### config.mk
export PLATFORM = sky130hd
export DESIGN_NAME = xc20xx_cfg_loader
export DESIGN_NICKNAME = d
export VERILOG_FILES = /design/src/rtl/xc20xx_cfg_loader.sv
export SDC_FILE = /design/constraint.sdc
export NUM_CORES = 1
export LEC_CHECK = 0
export ABC_AREA = 1
export BUFFER_PORTS_ARGS = -buffer_cell sky130_fd_sc_hd__buf_4
export CORE_ASPECT_RATIO = 1.2
export CORE_MARGIN = 1
export CORE_UTILIZATION = 60
export DETAILED_ROUTE_END_ITERATION = 10
export PLACE_DENSITY = 0.8
export SETUP_SLACK_MARGIN = 0.1
export SLEW_MARGIN = 20
export SYNTH_ARGS = -nofsm -noshare
export SYNTH_HDL_FRONTEND = slang
export SYNTH_SLANG_ARGS = --single-unit
### constraint.sdc
create_clock -name CLK -period 6.79 [get_ports CLK]
set_clock_uncertainty 0.2 [all_clocks]
set_input_delay 0.679 -clock CLK [delete_from_list [all_inputs] [get_ports CLK]]
set_output_delay 0.679 -clock CLK [all_outputs]
set_load 0.02 [all_outputs]
### src/rtl/xc20xx_cfg_loader.sv
// ============================================================================
// Module   : xc20xx_cfg_loader
// Brief    : Serial configuration bitstream loader for the XC20XX fabric.
//            Parses preamble, length count, separator and framed data, and
//            writes each completed frame to configuration memory.
// Revision : 1.0 - initial release
// ============================================================================
`default_nettype none

module xc20xx_cfg_loader #(
    parameter int FRAME_BITS = 46,
    parameter int NUM_FRAMES = 160,
    parameter int ADDR_W     = 8,
    parameter int LEN_W      = 24
) (
    input  logic                  CLK,
    input  logic                  RST,
    input  logic                  DIN,
    input  logic                  DIN_VALID,
    output logic [FRAME_BITS-1:0] FRAME_DATA,
    output logic [ADDR_W-1:0]     FRAME_ADDR,
    output logic                  FRAME_WE,
    output logic                  BUSY,
    output logic                  DONE,
    output logic                  ERR
);

    // Field counter must cover the longest field (length count or frame data).
    localparam int c_FC_MAX = (LEN_W > FRAME_BITS) ? LEN_W : FRAME_BITS;
    localparam int c_FC_W   = $clog2(c_FC_MAX + 1);

    localparam logic [c_FC_W-1:0] c_LEN_LAST  = c_FC_W'(LEN_W - 1);
    localparam logic [c_FC_W-1:0] c_DATA_LAST = c_FC_W'(FRAME_BITS - 1);
    localparam logic [c_FC_W-1:0] c_SEP_LAST  = c_FC_W'(3);
    localparam logic [c_FC_W-1:0] c_STOP_LAST = c_FC_W'(2);
    localparam logic [ADDR_W-1:0] c_LAST_ADDR = ADDR_W'(NUM_FRAMES - 1);
    localparam logic [LEN_W-1:0]  c_PRE_BITS  = LEN_W'(4);

    typedef enum logic [2:0] {
        ST_IDLE  = 3'd0,
        ST_LEN   = 3'd1,
        ST_SEP   = 3'd2,
        ST_START = 3'd3,
        ST_DATA  = 3'd4,
        ST_STOP  = 3'd5,
        ST_DONE  = 3'd6,
        ST_ERR   = 3'd7
    } state_t;

    state_t                r_state;
    logic [2:0]            r_hist;     // last three accepted bits while idle
    logic [2:0]            r_hfill;    // marks which history slots hold real bits
    logic [LEN_W-1:0]      r_len;
    logic [LEN_W-1:0]      r_bcnt;
    logic [c_FC_W-1:0]     r_fcnt;
    logic [FRAME_BITS-1:0] r_shift;
    logic [FRAME_BITS-1:0] r_frame_data;
    logic [ADDR_W-1:0]     r_addr;
    logic                  r_we;
    logic                  r_busy;
    logic                  r_done;
    logic                  r_err;

    logic [3:0]            w_hist_nxt;
    logic [3:0]            w_hfill_nxt;
    logic                  w_pre_hit;
    logic [LEN_W-1:0]      w_bcnt_inc;

    // Preamble detection needs four genuinely received bits, so a freshly
    // reset history of zeros cannot fake the leading 0,0 of the pattern.
    assign w_hist_nxt  = {r_hist, DIN};
    assign w_hfill_nxt = {r_hfill, 1'b1};
    assign w_pre_hit   = (w_hfill_nxt == 4'b1111) && (w_hist_nxt == 4'b0010);
    assign w_bcnt_inc  = (&r_bcnt) ? r_bcnt : r_bcnt + 1'b1;

    // Bitstream parser; state advances only on accepted bits, write strobe is per-cycle.
    always_ff @(posedge CLK or posedge RST) begin
        if (RST) begin
            r_state      <= ST_IDLE;
            r_hist       <= '0;
            r_hfill      <= '0;
            r_len        <= '0;
            r_bcnt       <= '0;
            r_fcnt       <= '0;
            r_shift      <= '0;
            r_frame_data <= '0;
            r_addr       <= '0;
            r_we         <= 1'b0;
            r_busy       <= 1'b0;
            r_done       <= 1'b0;
            r_err        <= 1'b0;
        end else begin
            r_we <= 1'b0;
            // Address moves on to the next frame once the strobe has been seen.
            if (r_we) begin
                r_addr <= r_addr + 1'b1;
            end
            if (DIN_VALID) begin
                case (r_state)
                    ST_IDLE: begin
                        r_hist  <= w_hist_nxt[2:0];
                        r_hfill <= w_hfill_nxt[2:0];
                        if (w_pre_hit) begin
                            r_state <= ST_LEN;
                            r_busy  <= 1'b1;
                            r_bcnt  <= c_PRE_BITS;
                            r_fcnt  <= '0;
                        end
                    end
                    ST_LEN: begin
                        r_bcnt <= w_bcnt_inc;
                        r_len  <= {r_len[LEN_W-2:0], DIN};
                        if (r_fcnt == c_LEN_LAST) begin
                            r_fcnt  <= '0;
                            r_state <= ST_SEP;
                        end else begin
                            r_fcnt <= r_fcnt + 1'b1;
                        end
                    end
                    ST_SEP: begin
                        r_bcnt <= w_bcnt_inc;
                        if (!DIN) begin
                            r_state <= ST_ERR;
                            r_busy  <= 1'b0;
                            r_err   <= 1'b1;
                        end else if (r_fcnt == c_SEP_LAST) begin
                            r_fcnt  <= '0;
                            r_state <= ST_START;
                        end else begin
                            r_fcnt <= r_fcnt + 1'b1;
                        end
                    end
                    ST_START: begin
                        r_bcnt <= w_bcnt_inc;
                        if (DIN) begin
                            r_state <= ST_ERR;
                            r_busy  <= 1'b0;
                            r_err   <= 1'b1;
                        end else begin
                            r_fcnt  <= '0;
                            r_state <= ST_DATA;
                        end
                    end
                    ST_DATA: begin
                        r_bcnt  <= w_bcnt_inc;
                        r_shift <= {r_shift[FRAME_BITS-2:0], DIN};
                        if (r_fcnt == c_DATA_LAST) begin
                            r_fcnt  <= '0;
                            r_state <= ST_STOP;
                        end else begin
                            r_fcnt <= r_fcnt + 1'b1;
                        end
                    end
                    ST_STOP: begin
                        r_bcnt <= w_bcnt_inc;
                        if (!DIN) begin
                            r_state <= ST_ERR;
                            r_busy  <= 1'b0;
                            r_err   <= 1'b1;
                        end else if (r_fcnt == c_STOP_LAST) begin
                            r_fcnt       <= '0;
                            r_frame_data <= r_shift;
                            r_we         <= 1'b1;
                            if (r_addr < c_LAST_ADDR) begin
                                r_state <= ST_START;
                            end else if (w_bcnt_inc == r_len) begin
                                r_state <= ST_DONE;
                                r_busy  <= 1'b0;
                                r_done  <= 1'b1;
                            end else begin
                                r_state <= ST_ERR;
                                r_busy  <= 1'b0;
                                r_err   <= 1'b1;
                            end
                        end else begin
                            r_fcnt <= r_fcnt + 1'b1;
                        end
                    end
                    default: begin
                        // DONE and ERR are terminal until reset.
                    end
                endcase
            end
        end
    end

    assign FRAME_DATA = r_frame_data;
    assign FRAME_ADDR = r_addr;
    assign FRAME_WE   = r_we;
    assign BUSY       = r_busy;
    assign DONE       = r_done;
    assign ERR        = r_err;

endmodule

`default_nettype wire

==> results of run 1 <==
==> final timing paths <==
path / cells after the start / from / endpoint / slack (ps)
setup / recovery: 9 / DIN / r_bcnt[2] / 3510
hold / removal: 2 / RST / FRAME_DATA[29] / 260
setup reg to reg: 8 / r_hist[1] / r_bcnt[2] / 3520
hold reg to reg: 1 / ERR / ERR / 270
max in group asynchronous: 3 / RST / r_len[2] / 4810
min in group CLK: 1 / ERR / ERR / 270
==> routing by layer <==
metal,vias to the layer above,GRT usage (%)
met5,-,0
met4,0,10.6
met3,33,5.92
met2,130,43.8
met1,3069,34.4
li1,3240,-
==> cells in the mapped netlist (6+ instances only) <==
library cell  count
o21ai_0         132
nor2_1           62
dfrtp_1         167
o21ai_1          14
inv_1           139
nor3_1            7
a21oi_1           8
o22ai_1          23
nand4_1           6
clkbuf_1         26
xor2_1           10
nand3_1          58
nor2_2           10
nand2_1         291
==> sequential cells by signal, indices dropped and copies added, names as in the netlist <==
name and cells:
FRAME_ADDR 8, r_len 24, FRAME_DATA 46, r_fcnt 6, BUSY 1, r_bcnt 24, r_state 3, r_shift 46
DONE 1, r_hfill 3, ERR 1, r_hist 3, FRAME_WE 1
==> worst max-delay path: cells and delay by family <==
| kind | cells | cell delay, ps |
|---|---|---|
| buffers and inverters | 2 | 520 |
| AND/OR/NAND/NOR | 5 | 1380 |
| AO/OA/AOI/OAI | 2 | 800 |
==> layout make-up <==
class | count | area [um2] | area share [%]
clock buffers | 19 | 443 | 4.92
well taps | 164 | 205 | 2.28
flip-flops and latches | 167 | 4180 | 46.4
repair buffers | 66 | 495 | 5.50
inverters | 144 | 546 | 6.05
clock inverters | 13 | 159 | 1.76
multi-input cells | 647 | 2980 | 33.1
==> per-stage QoR <==
stage / area, um2 / hold WS (ps) / instances / power (mW)
finish: 9010 / 258 / 1220 / 2.75
global route: 9010 / 303 / 1220 / 2.91
detailed placement: 8410 / 265 / 1188 / 1.78
CTS: 9010 / 285 / 1220 / 2.76
floorplan: 7830 / 243 / 990 / 1.63
global placement: 8410 / 243 / 1188 / 1.76
==> power groups by stage <==
stage	sequential, mW	clock (mW)	combinational (mW)
floorplan	1.19	0	0.435
global placement	1.20	0	0.566
detailed placement	1.20	0	0.582
CTS	1.18	0.992	0.585
global route	1.20	1.03	0.673
finish	1.19	0.982	0.583
==> cell families (layout without fill, tap and decap cells) <==
| logic type | after synthesis | in the layout | share of synthesized area (%) |
|---|---|---|---|
| AOI/OAI and AO/OA | 185 | 185 | 12.5 |
| and+or+nand+nor | 444 | 444 | 23.3 |
| adders and majority gates | 5 | 5 | 0.799 |
| xor gates and xnor gates | 11 | 11 | 1.23 |
| muxes | 2 | 2 | 0.288 |
| DFF | 167 | 167 | 53.4 |
| buffers and inverters | 176 | 242 | 8.58 |
==> results.yml, run 1 <==
setup_path:
  slowest_stage: "nor2_2"
  startpoint_type: "primary input"
  worstSetupPathType: "in2reg"
  end_kind: "register"
  critPathMaxFanout: 24
  cp_cell_sequence: "buf_4 > nor4_1 > nand4_1 > nand2_1 > nand2_1 > nor2_2 > o21ai_1 > buf_4 > o22a_1"
  crit_required_ps: 6910
  max_stage_delay_ps: 820
  crit_arrival_ps: 3400
floorplanning:
  die_h_um: 127
  core_area_um2: 12700
  start_util_pct: 61.8
  die-area_um2: 13500
  num_rows: 45
  die_w_um: 106
  pin_count: 62
global_route:
  grt_util_all_layers_pct: 26.6
  grt_pass1_vias: 6246
  grt_overflow: 0
  grt_pass1_wl_um: 28400
  antenna_found_initial: 0
  grt_max_degree: 109
power_and_ir_drop:
  sequentialPowerShare_pct: 43.1
  p_per_area_nw_per_um2: 305
  p_leak_nw: 4.23
  power_frac_comb_pct: 21.2
  vdd.ir_drop.worst_mv: 0.210
  p_int_mw: 1.85
  clock_power_share_pct: 35.7
  p_sw_share_pct: 32.7
  power_switching_mw: 0.898
clock_network:
  clock-sinks: 167
  clk_latency_ps: 430
  post-cts-setup-buffers: 0
  cts_max_path_buffers: 2
  post_cts_resized: 0
  clk_pin_slew_ps: 70
  cts_buffers: 17
  htreeDepth: 4
  cts_root_buf: "clkbuf_16"
  cts_tree: "done"
  cts_hold_buf: 0
timing:
  fmax_ghz: 0.305
  relSlewSlack_pct: 29.0
  finalSetupViolCount: 0
  tightest_slew_ps: 1060
  rsz0062_at_grt: "no"
  timing.final.ws_setup_ps: 3510
  tns_ps: 0
  period_share_pct: 48.3
  fin_crit_ps: 3280
  hold_viol_final: 0
  drv_slew: 0
hold_path:
  hold_path_class: "in2async"
drt:
  wl_um: 16500
  met3_length_um: 649
  dr.max_layer_used: "met4"
  avgViaCountPerCell: 5.30
  ant_nets: 0
  met2_length_um: 8020
  met1_length_um: 7480
  wl_per_cell_um: 13.6
  drt_first_pass_iters: 5
  drt_iter0_drc: 358
  vias: 6472
  drc_errors: 0
cells_and_area:
  final_common_cell: "nand2_1"
  mostFrequentLayoutCells: "290 x nand2_1, 167 x dfrtp_1, 138 x inv_1, 132 x o21ai_0, 66 x buf_4"
  utilization_pct: 71.1
  layout-drive-gt1-share_pct: 11.6
  area_growth_pct: 15.1
  num_antenna_cells: 0
  fillCellCount: 1003
  final_nets: 1052
logic_synthesis:
  ys_ff_latch: 167
  ys_warn_count: 0
  synth_ff_type: "dfrtp_1"
  synth_top_area_cell: "dfrtp_1"
  syn_area_um2: 7830
  yosysSeqAreaShare_pct: 53.4
  ys_top_cells_by_area: "dfrtp_1 53%, nand2_1 14%, o21ai_0 8.4%, inv_1 6.7%, nand3_1 3.7%"
  syn_nets: 999
  async_flop_share_pct: 100
  avgSynthCellArea_um2: 7.91
  synth_edf_count: 0
  synth_cell_type_count: 33
  syn_inst: 990
  synth_top_cell_area_share_pct: 53.4
placement:
  place.gp.congestion: 0.928
  post-place-ws_ps: 3100
  dp_hpwl_um: 11100
  io_buffers: 61
status:
  status: "finished, final reports clean"
flow_run:
  cap_violations: 0
No activity file was read; power rests on OpenSTA's default activity.
==> run 2: changes to the inputs <==
ABC_AREA = 0   (was 1)
CORE_UTILIZATION = 54   (was 60)
PLACE_DENSITY = 0.76   (was 0.8)
clock period = 2.9 ns   (was 6.79 ns; I/O delays follow)
==> run 2 against run 1 <==
Net effect: die area rose by 13%; worst hold slack got worse by 190 ps; first-iteration DRC count rose by 35%; global-route usage fell by 1.1 points; core utilization fell by 4.0 points; combinational power rose to 2.9 times the previous value; register-to-register slack got worse by 3400 ps; worst setup slack got worse by 3400 ps; clock power rose by 130%; non-clock buffer count rose by 63; routed wire length rose by 12%; critical path type is now reg2reg.
==> results.yml, run 2 <==
status:
  status: "finished, final reports clean"
setup_path:
  cp_cell_sequence: "nand4_1 > or4_4 > a211o_4 > or4b_1 > a31oi_1 > o2111ai_2 > nor3_4 > a31oi_1"
  slowest_stage: "or4_4"
  cp_top_family: "simple AND/OR/NAND/NOR gates"
  crit_arrival_ps: 2900
  critPathMaxFanout: 5
  r2r-start: "r_bcnt[8]"
  crit_top_cell: "a31oi_1"
  regToRegSetupSlack_ps: 100
  crit_required_ps: 3000
  max_stage_delay_ps: 490
  critPathLaunch: "r_bcnt[8]"
  startpoint_type: "register"
  cp-endpoint: "ERR"
  end_kind: "register"
  path_buf_inv: 0
  reg2reg_to: "ERR"
  worstSetupPathType: "reg2reg"
  r2r_cells: 8
  cp_num_cells: 8
flow_run:
  cap_violations: 0
timing:
  rsz0062_at_grt: "yes"
  fmax_ghz: 0.357
  period_share_pct: 96.6
  fin_crit_ps: 2800
  drv_slew: 0
  relSlewSlack_pct: 47.0
  hold_viol_final: 0
  tightest_slew_ps: 789
  finalSetupViolCount: 0
drt:
  drt_iter0_drc: 483
  wl_um: 18500
  ant_nets: 0
  drc_errors: 0
  drt_first_pass_iters: 5
  vias: 6285
  wl_per_cell_um: 17.1
  avgViaCountPerCell: 5.81
placement:
  io_buffers: 61
  dp_hpwl_um: 12700
  place.gp.congestion: 0.897
clock_network:
  cts_root_buf: "clkbuf_16"
  clock-sinks: 167
  htreeDepth: 4
  clk_pin_slew_ps: 70
  cts_buffers: 17
  clk_latency_ps: 430
  cts_max_path_buffers: 2
  cts_tree: "done"
cells_and_area:
  layout-drive-gt1-share_pct: 28.8
  area_growth_pct: 21.7
  utilization_pct: 67.1
  num_antenna_cells: 0
  final_common_cell: "nand2_1"
  mostFrequentLayoutCells: "183 x nand2_1, 166 x dfrtp_1, 123 x buf_4, 76 x mux2_2, 47 x nor2_1"
  final_nets: 902
logic_synthesis:
  syn_inst: 790
  synth_cell_type_count: 63
  async_flop_share_pct: 100
  ys_ff_latch: 167
  ys_top_cells_by_area: "dfrtp_1 53%, mux2_2 11%, nand2_1 8.7%, xnor2_1 2.8%, o21ai_0 2.5%"
  synth_ff_type: "dfrtp_1"
  syn_area_um2: 7950
  yosysMostFrequentCell: "nand2_1"
  synth_top_area_cell: "dfrtp_1"
  ys_warn_count: 0
  synth_top_cell_area_share_pct: 52.5
  synthTopCellsByCount: "184 x nand2_1, 167 x dfrtp_1, 76 x mux2_2, 48 x nor2_1, 40 x o21ai_0"
  syn_nets: 799
  yosysSeqAreaShare_pct: 52.5
  avgSynthCellArea_um2: 10.1
  synth_edf_count: 0
hold_path:
  hold_path_class: "in2reg"
power_and_ir_drop:
  sequentialPowerShare_pct: 41.9
  power_switching_mw: 2.17
  p_sw_share_pct: 32.5
  p_per_area_nw_per_um2: 689
  total_power_mw: 6.66
  vdd.ir_drop.worst_mv: 0.465
  p_leak_nw: 4.70
  p_int_mw: 4.50
  clock_power_share_pct: 33.2
  power_frac_comb_pct: 25.0
floorplanning:
  num_rows: 48
  die-area_um2: 15200
  die_w_um: 113
  die_h_um: 135
  start_util_pct: 55.2
  pin_count: 62
  core_area_um2: 14400
global_route:
  grt_util_all_layers_pct: 25.5
  antenna_found_initial: 0
  grt_pass1_vias: 6227
  grt_max_degree: 88
  grt_overflow: 0
  grt_pass1_wl_um: 30400
-- run 2: cell count changes after synthesis, moves of 13 or more --
cell     delta
o22ai_1    -20
o21ai_1    -14
nand3_1    -42
inv_1     -130
o31ai_1    +13
mux2_2     +74
nand2_1   -107
nor2_1     -14
a31oi_1    +14
xnor2_1    +24
o21ai_0    -92
nand4_1    +13
-- run 2: tightest hold or removal path: cells and delay by family --
kind                   cells  cell delay [ps]
AO/OA/AOI/OAI              1              180
AND/OR/NAND/NOR            1               60
buffers and inverters      1              130
-- run 2: worst min path at each step --
stage                      from             end  slack, ps  depth (start not counted)
finish                DIN_VALID            BUSY         70                          3
global route          DIN_VALID            BUSY         60                          3
CTS                   DIN_VALID            BUSY         30                          3
detailed placement          RST  FRAME_DATA[32]        -10                          2
global placement            RST  FRAME_DATA[32]        -10                          2
floorplan           r_shift[45]  FRAME_DATA[45]        240                          2
-- run 2: what timing repair did --
item,4_1_cts,5_1_grt
pin swaps,2,1
hold endpoints to repair,168,0
buffers inserted,5,1
setup endpoints to repair,3,4
hold buffers,2,0
resized for setup,5,11
-- run 2: power groups by stage --
stage          Clock [mW]  Combinational, mW  Sequential, mW
2_1_floorplan           0               1.18            2.76
3_3_place_gp            0               1.55            2.81
3_5_place_dp            0               1.60            2.83
4_1_cts              2.26               1.64            2.78
5_1_grt              2.34               1.82            2.82
6_report             2.21               1.67            2.79
-- run 2: cell type report --
class / instances / area (um2)
sequential: 167 / 4180
inverter: 10 / 41.3
multi-input combinational: 568 / 3630
timing repair buffer: 129 / 1020
tap: 175 / 219
fill: 1109 / 4740
clock buffer: 18 / 439
clock inverter: 14 / 145
-- run 2: per-stage QoR --
| stage | std cells | setup WS (ps) | hold WS [ps] | setup TNS [ps] | area (um2) |
|---|---|---|---|---|---|
| after detailed placement | 1041 | -104 | -14.5 | -261 | 8950 |
| after floorplan | 790 | 116 | 242 | 0 | 7960 |
| after global routing | 1081 | -16.6 | 65.0 | -16.6 | 9680 |
| after CTS | 1080 | 78.7 | 33.6 | 0 | 9610 |
| after global placement | 1041 | -109 | -13.8 | -297 | 8950 |
| final | 1081 | 99.2 | 71.1 | 0 | 9680 |
-- run 2: metal layers --
layer	global-route usage [%]	up-vias	routed length, um
li1	-	2971	-
met2	43.0	174	9420
met5	0	-	0
met1	32.7	3105	7970
met4	10.1	0	374
met3	4.71	35	777
-- run 2: cell families after synthesis --
logic type,after synthesis,share of synthesized area (%)
xor gates and xnor gates,35,3.85
DFF,167,52.5
adders and majority gates,5,0.787
buffers and inverters,55,2.88
AOI/OAI and AO/OA,125,10.3
muxes,77,10.9
and+or+nand+nor,326,18.7
==> run 3: changes to the inputs <==
CELL_PAD_IN_SITES_DETAIL_PLACEMENT = 2   (was unset)
CELL_PAD_IN_SITES_GLOBAL_PLACEMENT = 2   (was unset)
CORE_UTILIZATION = 35   (was 54)
CTS_CLUSTER_SIZE = 14   (was unset)
PLACE_DENSITY = unset   (was 0.76)
PLACE_DENSITY_LB_ADDON = 0.1   (was unset)
==> run 3 against run 2 <==
Net effect: the flow now finishes with violations (negative setup slack); flip-flop and latch count did not move; final cell count rose by 12%; maximum frequency fell by 5.6%; combinational power rose by 9%; sequential power barely moved; total power rose by 5.9%; critical path type unchanged; routed wire length rose by 33%; global-route usage fell by 3.4 points; critical endpoint unchanged; first-iteration DRC count fell by 47%; via count rose by 4.5%; sequential share of layout area fell by 1.9 points; critical path depth rose by 1.
==> results.yml, run 3 (same netlist as run 2, synthesis figures left out) <==
clock_network:
  clk_pin_slew_ps: 80
  cts_buffers: 17
  htreeDepth: 4
  cts_root_buf: "clkbuf_16"
  clk_latency_ps: 440
  cts_max_path_buffers: 2
  cts_tree: "done"
  clock-sinks: 167
drt:
  ant_nets: 0
  wl_um: 24600
  wl_per_cell_um: 20.3
  drt_first_pass_iters: 4
  vias: 6565
  avgViaCountPerCell: 5.41
  drc_errors: 0
  drt_iter0_drc: 254
setup_path:
  reg2reg_to: "ERR"
  crit_required_ps: 3000
  cp_top_family: "simple AND/OR/NAND/NOR gates"
  r2r-start: "r_bcnt[3]"
  crit_arrival_ps: 3060
  end_kind: "register"
  slowest_stage: "or4_4"
  critPathMaxFanout: 4
  startpoint_type: "register"
  max_stage_delay_ps: 560
  regToRegSetupSlack_ps: -70
  r2r_cells: 9
  path_buf_inv: 1
  worstSetupPathType: "reg2reg"
  cp_cell_sequence: "nand4_2 > or4_4 > a211o_4 > or4b_4 > a31oi_2 > o2111ai_2 > nor3_2 > buf_4 > a31oi_1"
floorplanning:
  num_rows: 60
  die_w_um: 140
  die_h_um: 167
  start_util_pct: 35.5
  die-area_um2: 23300
  core_area_um2: 22400
  pin_count: 62
hold_path:
  hp-start: "DIN_VALID"
  hold_path_class: "in2reg"
  hold_depth: 3
  hold-path-endpoint: "BUSY"
global_route:
  grt_overflow: 0
  antenna_found_initial: 0
  grt_pass1_vias: 7486
  grt_pass1_wl_um: 40400
  grt_util_all_layers_pct: 22.1
  grt_max_degree: 62
placement:
  dp_cells: 1170
  io_buffers: 61
  place.gp.congestion: 0.902
  dp_hpwl_um: 16600
  post_dp_cell_area_um2: 9270
cells_and_area:
  multiInputGateArea_um2: 3690
  final_nets: 930
  fillCellCount: 2401
  final_common_cell: "nand2_1"
  seq_area_um2: 4180
  finalNonFillerCells: 1213
  utilization_pct: 45.3
  num_antenna_cells: 0
  final_area_um2: 10100
  layout-drive-gt1-share_pct: 32.2
  area_growth_pct: 27.3
  mostFrequentLayoutCells: "183 x nand2_1, 165 x dfrtp_1, 148 x buf_4, 76 x mux2_2, 46 x nor2_1"
power_and_ir_drop:
  p_per_area_nw_per_um2: 697
  total_power_mw: 7.06
  p_leak_nw: 4.88
  vdd.ir_drop.worst_mv: 0.392
status:
  failed_checks: "negative setup slack"
  status: "finished, violations left"
timing:
  period_share_pct: 102
  finalSetupViolCount: 3
  rsz0062_at_grt: "yes"
  timing.final.ws_setup_ps: -66.8
  hold_viol_final: 0
  relSlewSlack_pct: 46.4
  fmax_ghz: 0.337
  drv_slew: 0
  fin_crit_ps: 2970
  tightest_slew_ps: 798
flow_run:
  cap_violations: 0
run 3: metrics by stage:
step                setup WS (ps)  hold slack [ps]  TNS (ps)
floorplan                     116              242         0
global placement             -105              194      -270
detailed placement           -285              206      -785
CTS                         -28.6             26.6     -28.6
global route                 -159             63.8      -397
finish                      -66.8             35.5      -113
run 3: layer usage:
layer  share of wire [%]  global-route usage (%)
met1                  41                    25.4
met2                  54                    40.4
met3                 2.6                    3.95
met4                 2.8                    9.13
met5                   0                       0
run 3: worst max-delay path by stage:
stage	startpoint	slack, ps	cells past startpoint	end
2_1_floorplan	r_bcnt[2]	120	10	ERR
3_3_place_gp	r_bcnt[4]	-110	12	ERR
3_5_place_dp	r_bcnt[4]	-290	12	ERR
4_1_cts	r_bcnt[3]	-30	9	ERR
5_1_grt	r_bcnt[6]	-160	13	ERR
6_report	r_bcnt[3]	-70	9	ERR
run 3: where the power goes:
group | switching (mW) | leakage, nW | total [mW] | internal [mW]
clock | 1.17 | 0.304 | 2.43 | 1.26
sequential | 0.267 | 2.27 | 2.81 | 2.54
combinational | 1.05 | 2.31 | 1.82 | 0.769
total | 2.49 | 4.88 | 7.06 | 4.57
run 3: worst min-delay path, stage by stage:
cell	delay (ps)
buf_4	130
o211a_1	170
nor2_1	50
run 3: cell type report:
type | instances | area share (%)
timing repair buffer | 157 | 12.3
clock inverter | 15 | 1.93
tap | 279 | 3.45
clock buffer | 17 | 4.20
sequential | 167 | 41.3
inverter | 10 | 0.408
multi-input combinational | 568 | 36.4
run 3: timing repair:
action,4_1_cts,5_1_grt
hold buffers,2,0
gates resized for setup,17,16
hold endpoints to repair,24,0
buffers inserted,7,2
endpoints found under the setup margin,3,5
pin swaps,9,1
